`src/rtl/cnn_layer_sched_if.sv`:
```
// Frame handshake, per-layer start/busy and status bundle
// for the CIM layer-chain scheduler.
interface cnn_layer_sched_if #(
  parameter int num_layers = 5,
  parameter int cnt_width  = 16
);
  logic                  i_frame_valid;
  logic                  o_frame_ready;
  logic [num_layers-1:0] o_start;
  logic [num_layers-1:0] i_busy;
  logic [num_layers-1:0] o_next_busy;
  logic                  o_out_valid;
  logic                  i_out_ready;
  logic [cnt_width-1:0]  o_frames_done;
  logic [num_layers-1:0] o_error;
  logic                  i_clear_error;

  modport master (
    input  i_frame_valid,
    input  i_busy,
    input  i_out_ready,
    input  i_clear_error,
    output o_frame_ready,
    output o_start,
    output o_next_busy,
    output o_out_valid,
    output o_frames_done,
    output o_error
  );

  modport slave (
    output i_frame_valid,
    output i_busy,
    output i_out_ready,
    output i_clear_error,
    input  o_frame_ready,
    input  o_start,
    input  o_next_busy,
    input  o_out_valid,
    input  o_frames_done,
    input  o_error
  );
endinterface

```
`src/rtl/cnn_layer_sched.sv`:
```
// Frame scheduler for a linear chain of CIM layers: one frame
// slot per layer, start/busy tracking, arm timeout, back-pressure.
module cnn_layer_sched #(
  parameter int num_layers  = 5,
  parameter int arm_timeout = 4,
  parameter int cnt_width   = 16
) (
  input logic               clk,
  input logic               rst,
  cnn_layer_sched_if.master bus
);

  localparam int AW = $clog2(arm_timeout + 1);

  typedef enum logic [2:0] {
    EMPTY,
    START,
    ARM,
    RUN,
    FULL
  } slot_e;

  slot_e                 state_q [num_layers];
  slot_e                 state_d [num_layers];
  logic [AW-1:0]         arm_q   [num_layers];
  logic [AW-1:0]         arm_d   [num_layers];
  logic [num_layers-1:0] take;
  logic [num_layers-1:0] drain;
  logic [num_layers-1:0] err_set;
  logic [num_layers-1:0] err_q;
  logic [cnt_width-1:0]  done_q;
  logic                  out_valid;
  logic                  out_fire;

  assign out_valid = (state_q[num_layers-1] == FULL);
  assign out_fire  = out_valid & bus.i_out_ready;

  // take: slot starts a frame; drain: FULL slot hands its frame on
  always_comb begin
    take  = '0;
    drain = '0;
    take[0] = bus.i_frame_valid & (state_q[0] == EMPTY);
    for (int k = 1; k < num_layers; k++) begin
      take[k] = (state_q[k] == EMPTY)
              & (state_q[k-1] == FULL);
      drain[k-1] = (state_q[k] == EMPTY)
                 & (state_q[k-1] == FULL);
    end
    drain[num_layers-1] = out_fire;
  end

  always_comb begin
    err_set = '0;
    for (int k = 0; k < num_layers; k++) begin
      state_d[k] = state_q[k];
      arm_d[k]   = arm_q[k];
      unique case (state_q[k])
        EMPTY: begin
          if (take[k]) state_d[k] = START;
        end
        START: begin
          state_d[k] = ARM;
          arm_d[k]   = '0;
        end
        ARM: begin
          if (bus.i_busy[k]) begin
            state_d[k] = RUN;
          end else if (arm_q[k] == AW'(arm_timeout - 1)) begin
            err_set[k] = 1'b1;
            state_d[k] = EMPTY;
          end else begin
            arm_d[k] = arm_q[k] + 1'b1;
          end
        end
        RUN: begin
          if (!bus.i_busy[k]) state_d[k] = FULL;
        end
        FULL: begin
          if (drain[k]) state_d[k] = EMPTY;
        end
        default: state_d[k] = EMPTY;
      endcase
    end
  end

  always_ff @(posedge clk or negedge rst) begin
    if (!rst) begin
      for (int k = 0; k < num_layers; k++) begin
        state_q[k] <= EMPTY;
        arm_q[k]   <= '0;
      end
      err_q  <= '0;
      done_q <= '0;
    end else begin
      for (int k = 0; k < num_layers; k++) begin
        state_q[k] <= state_d[k];
        arm_q[k]   <= arm_d[k];
      end
      // a new timeout outranks a clear in the same cycle
      err_q <= (bus.i_clear_error ? '0 : err_q) | err_set;
      if (out_fire) done_q <= done_q + 1'b1;
    end
  end

  always_comb begin
    bus.o_start     = '0;
    bus.o_next_busy = '0;
    for (int k = 0; k < num_layers; k++)
      bus.o_start[k] = (state_q[k] == START);
    for (int k = 0; k < num_layers - 1; k++)
      bus.o_next_busy[k] = (state_q[k+1] != EMPTY);
    bus.o_next_busy[num_layers-1] = out_valid & ~bus.i_out_ready;
  end

  assign bus.o_frame_ready = (state_q[0] == EMPTY);
  assign bus.o_out_valid   = out_valid;
  assign bus.o_frames_done = done_q;
  assign bus.o_error       = err_q;

endmodule

```
`src/flat_wrapper.sv`:
```
// flat-port wrapper written by rule: the top's interface ports become plain ports
module cnn_layer_sched_flat 
#(
  parameter int num_layers  = 5,
  parameter int arm_timeout = 4,
  parameter int cnt_width   = 16
)
  (clk, rst, bus_i_frame_valid, bus_i_busy, bus_i_out_ready, bus_i_clear_error, bus_o_frame_ready, bus_o_start, bus_o_next_busy, bus_o_out_valid, bus_o_frames_done, bus_o_error);
  cnn_layer_sched_if #(.num_layers(num_layers), .cnt_width(cnt_width)) bus_i ();
  input logic clk;
  input logic rst;
  input wire logic [$bits(bus_i.i_frame_valid)-1:0] bus_i_frame_valid;
  input wire logic [$bits(bus_i.i_busy)-1:0] bus_i_busy;
  input wire logic [$bits(bus_i.i_out_ready)-1:0] bus_i_out_ready;
  input wire logic [$bits(bus_i.i_clear_error)-1:0] bus_i_clear_error;
  output wire logic [$bits(bus_i.o_frame_ready)-1:0] bus_o_frame_ready;
  output wire logic [$bits(bus_i.o_start)-1:0] bus_o_start;
  output wire logic [$bits(bus_i.o_next_busy)-1:0] bus_o_next_busy;
  output wire logic [$bits(bus_i.o_out_valid)-1:0] bus_o_out_valid;
  output wire logic [$bits(bus_i.o_frames_done)-1:0] bus_o_frames_done;
  output wire logic [$bits(bus_i.o_error)-1:0] bus_o_error;
  assign bus_i.i_frame_valid = bus_i_frame_valid;
  assign bus_i.i_busy = bus_i_busy;
  assign bus_i.i_out_ready = bus_i_out_ready;
  assign bus_i.i_clear_error = bus_i_clear_error;
  assign bus_o_frame_ready = bus_i.o_frame_ready;
  assign bus_o_start = bus_i.o_start;
  assign bus_o_next_busy = bus_i.o_next_busy;
  assign bus_o_out_valid = bus_i.o_out_valid;
  assign bus_o_frames_done = bus_i.o_frames_done;
  assign bus_o_error = bus_i.o_error;
  cnn_layer_sched #(.num_layers(num_layers), .arm_timeout(arm_timeout), .cnt_width(cnt_width)) u_core (.clk(clk), .rst(rst), .bus(bus_i));
endmodule
```
`config.mk`:
```
export PLATFORM = sky130hd
export DESIGN_NAME = cnn_layer_sched_flat
export DESIGN_NICKNAME = d
export VERILOG_FILES = /design/src/rtl/cnn_layer_sched_if.sv /design/src/rtl/cnn_layer_sched.sv /design/src/flat_wrapper.sv
export SDC_FILE = /design/constraint.sdc
export NUM_CORES = 1
export LEC_CHECK = 0
export BUFFER_PORTS_ARGS = -buffer_cell sky130_fd_sc_hd__buf_2
export CAP_MARGIN = 20
export CELL_PAD_IN_SITES_DETAIL_PLACEMENT = 0
export CELL_PAD_IN_SITES_GLOBAL_PLACEMENT = 1
export CORE_ASPECT_RATIO = 2
export CORE_MARGIN = 2
export CORE_UTILIZATION = 39
export CTS_CLUSTER_DIAMETER = 80
export DETAILED_ROUTE_END_ITERATION = 7
export HOLD_SLACK_MARGIN = 0.06
export PLACE_DENSITY_LB_ADDON = 0.1
export SYNTH_ARGS = -nofsm -noshare
export SYNTH_HDL_FRONTEND = slang
export SYNTH_SLANG_ARGS = --single-unit
export TNS_END_PERCENT = 50
```
`constraint.sdc`:
```
create_clock -name clk -period 1.7 [get_ports clk]
set_input_delay 0.085 -clock clk [delete_from_list [all_inputs] [get_ports clk]]
set_output_delay 0.085 -clock clk [all_outputs]
set_load 0.02 [all_outputs]
```
==> metrics.txt, run 1 <==
Distinct cells, synth 32; num rows 41; clk_skew 6.754 ps; Antenna Nets Post-Route 0; Final period util 103.4%; crit path max fanout 3; Hold Path Class in -> reg; CP Capture Type flip-flop; TritonCTS clock tree built; syn avg cell area 10.33 um^2; Synth area leader dfrtp_1; Area growth syn-to-layout 26.82%; starting density of the core 39.61%; Core ar. 6207 um^2; Max Fclk 568.7 MHz; CP Data Required Time 1870 ps; Post-DP HPWL 3.512 mm; clk_lat worst skew 290 ps; Worst-path clk slew 70 ps; pin count of the biggest net entering global routing 52; sw frac 36.16%; Detailed Routing Iterations Pass 1 4; Max VDD drop 0.9862 mV; YS warnings 0; count leader, synth dfrtp_1; CTS HTree Levels 2; RSZ-0062 raised after global routing yes; Max-Slew Margin vs Limit 57.19%; total die area 6994 um^2; DR iter-0 viols 67; Post-Syn Area 2459 um^2; Port Buffers 42; Multi-input gate area 1142 um^2; worst setup margin -58.38 ps; Setup CP Type reg -> reg; global-route wire length before repair 7.955 mm; worst slew pin tran 642.1 ps; max-slew violations 0; ys flop type dfrtp_1; Power, Total 4.492 mW; fin crit period 1758 ps; run status complete, but fails checks; synthesized netlist cell count 238; Synth Net Count 259; Routability Congestion 0.7920; initial antenna violation count 0; type of origin of the critical path flip-flop; WP data arrival 1930 ps; die width 60.15 um; clock tree buffer depth 2; number of global-route vias before repair 1,806; pwr dens 1441 nW/um^2; proportion of power drawn by the clock network 23.5%; Setup TNS Final -97.93 ps; TritonCTS Buffers 5; root buf cell clkbuf_16; WL/cell 12.57 um; nets@finish 323; die height 116.3 um; I/O pins 43; Place WS -75.60 ps; Routed WL 4.891 mm; Internal Pwr Total 2.868 mW; # diodes 0; failing checks negative setup slack; max-cap violation count 0; Synth top area share 51.91%; largest cells by area after synthesis dfrtp_1 (52%), ha_1 (5.6%), o21ai_0 (4.1%), nand2_1 (4.0%), nor2_1 (4.0%); FF/Latch Area 1276 um^2; CTS Sinks 51; flops & latches, synth 51; EDFF count, synth 0; global route overflow 0; vias per cell 4.905; combinational share of power 37.2%; Synth top cells by count dfrtp_1 (51), nand2_1 (26), nor2_1 (26), o21ai_0 (20), inv_1 (13); register area share after synthesis 51.91%; async set-or-reset flop fraction in the synthesized netlist 100.0%; Hold Vio Cnt, Final 0; Reg power frac 39.2%; total track usage 14.93%; # setup viols final 3; drt drc 0; vias 1,908; Filler cells 588; P_sw 1.624 mW; Pleak 1.548 nW; share of cells above drive strength 1 26.40%
[sequential cells by signal, summed over array words and instances (netlist names)]
name and cells:
u_core.bus.o_frames_done 16, u_core.arm_q 15, u_core.state_q 15, u_core.bus.o_error 5
[worst max-delay path, stage by stage (launching register included)]
cell	delay, ps
dfrtp_1	390
ha_2	210
ha_4	160
or4b_1	500
a21o_1	200
a32o_1	200
[what timing repair did]
action	in CTS	in global routing
buffers inserted	2	0
pin swaps	6	8
setup endpoints to repair	9	16
hold endpoints to repair	57	0
hold buffers	5	0
resized for setup	5	10
[cell usage in the layout (no fill, tap or decap), types with 5 or more instances in the layout]
cell type  count
dfrtp_1       51
buf_2         42
nor2_1        26
nand2_1       26
buf_4         16
inv_1         13
o21ai_0       12
nand3_1       12
xnor2_1       10
o21ai_1        8
nand2b_1       7
a32o_1         7
ha_2           7
nand3b_1       5
a21oi_1        5
a21o_1         5
xor2_1         5
clkbuf_16      5
[per-stage QoR]
stage	util (%)	hold WS, ps	instance area, um^2	cells
2_1_floorplan	-	-210.6	2471	238
3_3_place_gp	46.08	246.0	2860	374
3_5_place_dp	46.08	248.2	2860	374
4_1_cts	49.99	74.18	3103	389
5_1_grt	50.23	84.93	3118	389
6_report	50.23	76.40	3118	389
[metal layers]
metal | vias to the layer above | routed length, um | track usage, %
met5 | - | 0 | 0
met4 | 0 | 93 | 5.778
met3 | 5 | 185 | 3.654
met2 | 32 | 2419 | 24.20
met1 | 911 | 2192 | 18.79
li1 | 960 | - | -
[logic make-up (layout without fill, tap and decap cells)]
kind of cell	Yosys count	in the layout	synth area share, %
AOI/OAI and AO/OA	43	43	11.55
muxes	1	1	0.4580
buffers and inverters	19	84	3.359
xor gates and xnor gates	15	15	5.343
DFF	51	51	51.91
adders and majority gates	11	11	5.598
and+or+nand+nor	98	98	21.78
[path summary, 6_finish.rpt]
path,start,end,slack (ps),cells past startpoint
max,u_core.arm_q[4]$_DFFE_PN0P_,u_core.arm_q[4]$_DFFE_PN0P_,-60,5
min,bus_i_busy[1],u_core.state_q[9]$_DFFE_PN0P_,80,3
max reg2reg,u_core.arm_q[4]$_DFFE_PN0P_,u_core.arm_q[4]$_DFFE_PN0P_,-60,5
min reg2reg,u_core.bus.o_frames_done[15]$_DFFE_PN0P_,u_core.bus.o_frames_done[15]$_DFFE_PN0P_,460,1
max in group asynchronous,rst,u_core.bus.o_frames_done[15]$_DFFE_PN0P_,830,3
min in group asynchronous,rst,u_core.arm_q[11]$_DFFE_PN0P_,430,3
[power groups by stage]
stage / registers, mW / logic, mW / clock network [mW]
CTS: 1.76 / 1.68 / 1.11
global route: 1.81 / 1.88 / 1.15
detailed placement: 1.78 / 1.62 / 0
finish: 1.76 / 1.67 / 1.06
global placement: 1.78 / 1.57 / 0
floorplan: 1.76 / 1.07 / 0
[final cells by class]
cell class | instances | area share, %
clock inverters | 1 | 0.2408
repair buffers | 63 | 12.28
multi-input cells | 168 | 36.64
flip-flops and latches | 51 | 40.93
clock buffers | 7 | 4.896
well taps | 86 | 3.451
inverters | 13 | 1.565
Power figures use the tool's default switching activity.
==> run 2, diff against run 1 <==
--- a/config.mk
+++ b/config.mk
@@ -9,8 +9,7 @@
 export CAP_MARGIN = 20
 export CELL_PAD_IN_SITES_DETAIL_PLACEMENT = 0
 export CELL_PAD_IN_SITES_GLOBAL_PLACEMENT = 1
-export CORE_ASPECT_RATIO = 2
-export CORE_MARGIN = 2
+export CORE_MARGIN = 3
 export CORE_UTILIZATION = 39
 export CTS_CLUSTER_DIAMETER = 80
 export DETAILED_ROUTE_END_ITERATION = 7
==> run 2 against run 1 <==
Compared with the run above: maximum frequency is 1.7% higher; final area shrank 0.96%; flip-flop and latch count unchanged; first-iteration DRC count rose by 19%; clock-buffer cell count grew 1; utilization rose by 1.0 points; the run still ends with negative setup slack left; wire length increased by 1.6%; sequential share of layout area rose by 0.40 points; sequential power hardly changed.
==> metrics.txt, run 2 (same netlist as run 1, synthesis figures left out) <==
Port Buffers 42 (unchanged); TritonCTS clock tree built (unchanged); post-route cell area 3088 um^2 (was 3118 um^2); TritonCTS Buffers 5 (unchanged); num rows 28 (was 41); post-layout util 51.25% (was 50.23%); pin count of the biggest net entering global routing 52 (unchanged); commonest non-fill, non-tap cell in the layout dfrtp_1 (unchanged); Setup CP Type reg -> reg (unchanged); crit path max fanout 3 (unchanged); global route overflow 0 (unchanged); CTS Sinks 51 (unchanged); drt drc 0 (unchanged); fin crit period 1729 ps (was 1758 ps); Hold Vio Cnt, Final 0 (unchanged); Final period util 101.7% (was 103.4%); total track usage 14.24% (was 14.93%); Hold Path Class in -> reg (unchanged); pwr dens 1371 nW/um^2 (was 1441 nW/um^2); total die area 7293 um^2 (was 6994 um^2); Detailed Routing Iterations Pass 1 4 (unchanged); WHS 81.37 ps (was 76.40 ps); placed cell count 362 (was 374); WP data arrival 1920 ps (was 1930 ps); DR iter-0 viols 80 (was 67); # setup viols final 3 (unchanged); peak per-stage delay on the critical path 460 ps (was 500 ps); CP Data Required Time 1890 ps (was 1870 ps); vias 1,914 (was 1,908); max-cap violation count 0 (unchanged); run status complete, but fails checks (unchanged); root buf cell clkbuf_8 (was clkbuf_16); max-slew violations 0 (unchanged); global-route wire length before repair 8.487 mm (was 7.955 mm); failing checks negative setup slack (unchanged); nets@finish 327 (was 323); Post-DP HPWL 3.531 mm (was 3.512 mm); die width 85.40 um (was 60.15 um); WL/cell 13.01 um (was 12.57 um); share of cells above drive strength 1 26.71% (was 26.40%); type of origin of the critical path flip-flop (unchanged); Area growth syn-to-layout 25.60% (was 26.82%); number of global-route vias before repair 1,822 (was 1,806); clock tree buffer depth 2 (unchanged); Worst-path clk slew 90 ps (was 70 ps); # diodes 0 (unchanged); Slowest cell on crit path or4b_1 (unchanged); Setup TNS Final -59.62 ps (was -97.93 ps); CTS HTree Levels 2 (unchanged); clk_skew 2.291 ps (was 6.754 ps); die height 85.40 um (was 116.3 um); vias per cell 5.010 (was 4.905); Post-Layout Cell Count 382 (was 389); Antenna Nets Post-Route 0 (unchanged); most frequent cells in the layout dfrtp_1 (51), buf_2 (42), nor2_1 (26), nand2_1 (26), buf_4 (18) (was dfrtp_1 (51), buf_2 (42), nor2_1 (26), nand2_1 (26), buf_4 (16)); Routed WL 4.970 mm (was 4.891 mm); Power, Total 4.233 mW (was 4.492 mW); Max-Slew Margin vs Limit 63.99% (was 57.19%); initial antenna violation count 0 (unchanged); max reg flops 16 (unchanged); Max VDD drop 0.7000 mV (was 0.9862 mV); Max Fclk 578.3 MHz (was 568.7 MHz); worst setup margin -29.27 ps (was -58.38 ps); Place WS -56.58 ps (was -75.60 ps); DP Area 2851 um^2 (was 2860 um^2); Routability Congestion 0.7369 (was 0.7920); Core ar. 6026 um^2 (was 6207 um^2); CP Capture Type flip-flop (unchanged); worst slew pin tran 539.0 ps (was 642.1 ps); Pleak 1.532 nW (was 1.548 nW); RSZ-0062 raised after global routing yes (unchanged); clk_lat worst skew 290 ps (about the same); crit path cell chain ha_2 -> ha_4 -> or4b_1 -> a21o_1 -> a32o_1 (unchanged); I/O pins 43 (unchanged); starting density of the core 40.80% (was 39.61%)
run 2: cell types whose count changed in the layout (fill, tap and decap cells not counted), moves of 2 or more:
| cell | before | now |
|---|---|---|
| o21ai_0 | 12 | 17 |
| clkbuf_8 | 2 | 7 |
| o21ai_1 | 8 | 2 |
| dlygate4sd3_1 | 4 | 6 |
| clkbuf_16 | 5 | 0 |
| buf_4 | 16 | 18 |
run 2: final timing paths:
path                                                          start                                        to  slack, ps  cells past startpoint
min in group asynchronous                                       rst            u_core.state_q[10]$_DFFE_PN0P_        300                      3
max                                     u_core.arm_q[0]$_DFFE_PN0P_               u_core.arm_q[1]$_DFFE_PN0P_        -30                      5
max in group asynchronous                                       rst   u_core.bus.o_frames_done[5]$_DFFE_PN0P_       1160                      3
max reg2reg                             u_core.arm_q[0]$_DFFE_PN0P_               u_core.arm_q[1]$_DFFE_PN0P_        -30                      5
min reg2reg                u_core.bus.o_frames_done[15]$_DFFE_PN0P_  u_core.bus.o_frames_done[15]$_DFFE_PN0P_        470                      1
min                                                   bus_i_busy[3]             u_core.state_q[3]$_DFFE_PN0P_         80                      3
run 2: power breakdown:
part | internal (mW) | leakage [nW] | switching, mW | total [mW]
Clock | 0.372 | 0.0515 | 0.382 | 0.754
Combinational | 0.787 | 0.798 | 0.928 | 1.72
Sequential | 1.49 | 0.683 | 0.274 | 1.76
Total | 2.65 | 1.53 | 1.58 | 4.23
run 2: final cells by class:
cell class | count | area (um^2)
inverter | 13 | 48.80
tap | 75 | 93.84
clock buffer | 8 | 100.1
multi-input combinational | 168 | 1144
timing repair buffer | 67 | 425.4
fill | 566 | 2938
sequential | 51 | 1276
run 2: per-layer routing:
metal | vias up | part of all wire, % | track usage (%)
met5 | - | 0 | 0
met4 | 0 | 0.97 | 4.604
met3 | 5 | 4.4 | 3.010
met2 | 37 | 44 | 21.05
met1 | 902 | 50 | 20.81
li1 | 970 | - | -
run 2: worst max-delay path: cells and delay by family (launching register included):
kind	cells	cell delay, ps
adders and majority gates	2	370
and+or+nand+nor	1	460
AOI/OAI and AO/OA	2	400
DFF	1	400
run 2: timing repair:
item	CTS	global route
setup endpoints to repair	7	17
buffers inserted	2	4
hold endpoints to repair	56	0
resized for setup	4	5
gates cloned	0	0
pin swaps	12	12
hold buffers	6	0
==> run 3, diff against run 2 <==
--- a/config.mk
+++ b/config.mk
@@ -10,7 +10,8 @@
 export CELL_PAD_IN_SITES_DETAIL_PLACEMENT = 0
 export CELL_PAD_IN_SITES_GLOBAL_PLACEMENT = 1
 export CORE_MARGIN = 3
-export CORE_UTILIZATION = 39
+export CORE_UTILIZATION = 40
+export CTS_BUF_LIST = sky130_fd_sc_hd__clkbuf_4 sky130_fd_sc_hd__clkbuf_8
 export CTS_CLUSTER_DIAMETER = 80
 export DETAILED_ROUTE_END_ITERATION = 7
 export HOLD_SLACK_MARGIN = 0.06
==> constraint.sdc (replaced) <==
create_clock -name clk -period 1.7 [get_ports clk]
set_input_delay 0.34 -clock clk [delete_from_list [all_inputs] [get_ports clk]]
set_output_delay 0.34 -clock clk [all_outputs]
set_load 0.005 [all_outputs]
==> run 3 against run 2 <==
Compared with the run above: combinational power decreased by 4%; clock-buffer cell count decreased by 3; die area decreased by 2.3%; sequential power about the same; power increased by 4.4%; critical endpoint is now u_core.arm_q[4]$_DFFE_PN0P_; the run still ends with negative setup slack left; via count increased by 2.4%; largest cell class unchanged; global-route usage increased by 0.67 points; non-clock buffer count decreased by 2; critical path depth unchanged; flip-flop and latch count unchanged.
==> metrics.txt, run 3 (same netlist as run 1, synthesis figures left out) <==
Post-DP HPWL 3.614 mm (was 3.531 mm); DP Area 2863 um^2 (was 2851 um^2); failing checks negative setup slack (unchanged); RSZ-0062 raised after global routing yes (unchanged); total track usage 14.91% (was 14.24%); num rows 27 (was 28); nets@finish 325 (was 327); die height 84.40 um (was 85.40 um); vias 1,959 (was 1,914); Slowest cell on crit path or4b_4 (was or4b_1); post-layout util 55.10% (was 51.25%); fin crit period 1731 ps (was 1729 ps); TritonCTS Buffers 5 (unchanged); Worst-path clk slew 100 ps (was 90 ps); starting density of the core 43.06% (was 40.80%); number of global-route vias before repair 1,857 (was 1,822); worst setup margin -31.27 ps (was -29.27 ps); max-slew violations 0 (unchanged); clk_skew 10.66 ps (was 2.291 ps); initial antenna violation count 0 (unchanged); global route overflow 0 (unchanged); Setup CP Type reg -> reg (unchanged); I/O pins 43 (unchanged); Core ar. 5709 um^2 (was 6026 um^2); Hold Path Class in -> reg (unchanged); DR iter-0 viols 96 (was 80); TritonCTS clock tree built (unchanged); die width 84.40 um (was 85.40 um); clk_lat worst skew 300 ps (was 290 ps); Bufs and invs on worst path 0 (unchanged); vias per cell 5.196 (was 5.010); pwr dens 1405 nW/um^2 (was 1371 nW/um^2); # diodes 0 (unchanged); pin count of the biggest net entering global routing 52 (unchanged); Max-Slew Margin vs Limit 68.22% (was 63.99%); drt drc 0 (unchanged); Max VDD drop 0.5918 mV (was 0.7000 mV); # setup viols final 4 (was 3); Hold Vio Cnt, Final 0 (unchanged); max-cap violation count 0 (unchanged); peak per-stage delay on the critical path 470 ps (was 460 ps); total die area 7123 um^2 (was 7293 um^2); worst slew pin tran 475.7 ps (was 539.0 ps); Crit path max-delay family simple AND/OR/NAND/NOR gates (unchanged); CP Data Required Time 1890 ps (about the same); Area growth syn-to-layout 27.94% (was 25.60%); clock tree buffer depth 2 (unchanged); placed cell count 361 (was 362); Final period util 101.8% (was 101.7%); WL/cell 13.41 um (was 13.01 um); CP Capture Type flip-flop (unchanged); Setup TNS Final -86.56 ps (was -59.62 ps); post-route cell area 3146 um^2 (was 3088 um^2); share of cells above drive strength 1 30.82% (was 26.71%); Routability Congestion 0.7427 (was 0.7369); most frequent cells in the layout dfrtp_1 (48), buf_2 (41), nand2_1 (26) (was dfrtp_1 (51), buf_2 (42), nor2_1 (26), nand2_1 (26), buf_4 (18)); root buf cell clkbuf_8 (unchanged); type of origin of the critical path flip-flop (unchanged); crit path cell chain ha_2 -> ha_4 -> or4b_4 -> a21o_1 -> a32o_1 (was ha_2 -> ha_4 -> or4b_1 -> a21o_1 -> a32o_1); CTS HTree Levels 2 (unchanged); global-route wire length before repair 8.735 mm (was 8.487 mm); Port Buffers 42 (unchanged); Pleak 1.546 nW (was 1.532 nW); Routed WL 5.055 mm (was 4.970 mm); WP data arrival 1920 ps (about the same); crit path max fanout 3 (unchanged); CTS Sinks 51 (unchanged); run status complete, but fails checks (unchanged); commonest non-fill, non-tap cell in the layout dfrtp_1 (unchanged); max reg flops 16 (unchanged); Detailed Routing Iterations Pass 1 4 (unchanged); Post-Layout Cell Count 377 (was 382); Antenna Nets Post-Route 0 (unchanged); Max Fclk 577.6 MHz (was 578.3 MHz)
==> run 3: cell count changes in the layout (fill, tap and decap cells not counted), sizes merged <==
cell and delta:
dlygate4sd3 -5, clkbuf -3, bufinv +2, clkinvlp +1, buf +3
==> run 3: what timing repair did <==
action	CTS	global route
buffers inserted	3	4
pin swaps	9	9
hold buffers	1	0
endpoints found under the hold margin	51	0
setup endpoints to repair	13	21
gates resized for setup	8	20
==> run 3: cell type report <==
cell class              count  area, um^2
flip-flops and latches     51        1280
multi-input cells         168        1175
fillers                   524        2564
clock buffers               5       68.82
inverters                  13       48.80
well taps                  72       90.09
repair buffers             65       415.4
clock inverters             3       67.56
==> run 3: path summary, 6_finish.rpt <==
path / start / endpoint / slack (ps) / depth (start not counted)
setup / recovery: u_core.arm_q[3]$_DFFE_PN0P_ / u_core.arm_q[4]$_DFFE_PN0P_ / -30 / 5
hold / removal: bus_i_busy[0] / u_core.bus.o_error[0]$_DFF_PN0_ / 270 / 2
setup reg to reg: u_core.arm_q[3]$_DFFE_PN0P_ / u_core.arm_q[4]$_DFFE_PN0P_ / -30 / 5
hold reg to reg: u_core.bus.o_frames_done[15]$_DFFE_PN0P_ / u_core.bus.o_frames_done[15]$_DFFE_PN0P_ / 470 / 1
max in group asynchronous: rst / u_core.state_q[3]$_DFFE_PN0P_ / 900 / 3
min in group asynchronous: rst / u_core.state_q[10]$_DFFE_PN0P_ / 530 / 3
==> run 3: power by group <==
group          internal, mW  leakage, nW  switching (mW)
registers              1.49        0.679           0.287
clock network         0.587       0.0644           0.404
logic                 0.877        0.803           0.771
total                  2.96         1.55            1.46
==> run 3: routing by layer <==
metal / global-route usage [%] / vias up / share of wire, %
met1: 20.61 / 956 / 50
met3: 3.631 / 4 / 4.1
met5: 0 / - / 0
li1: - / 968 / -
met2: 23.39 / 31 / 45
met4: 4.317 / 0 / 1.2
==> run 3: worst register-to-register path, cell delays in order (launching register included) <==
cell,delay (ps)
dfrtp_1,400
ha_2,200
ha_4,160
or4b_4,470
a21o_1,200
a32o_1,200
==> run 3: metrics by stage <==
stage / worst slack, ps / total power, mW / hold slack, ps
6_report: -31.27 / 4.420 / 270.2
5_1_grt: -90.85 / 4.764 / 273.3
4_1_cts: -59.35 / 4.318 / 258.0
3_5_place_dp: -64.98 / 3.207 / 354.9
3_3_place_gp: -24.31 / 3.181 / 357.0
2_1_floorplan: -7.990 / 2.637 / 44.41
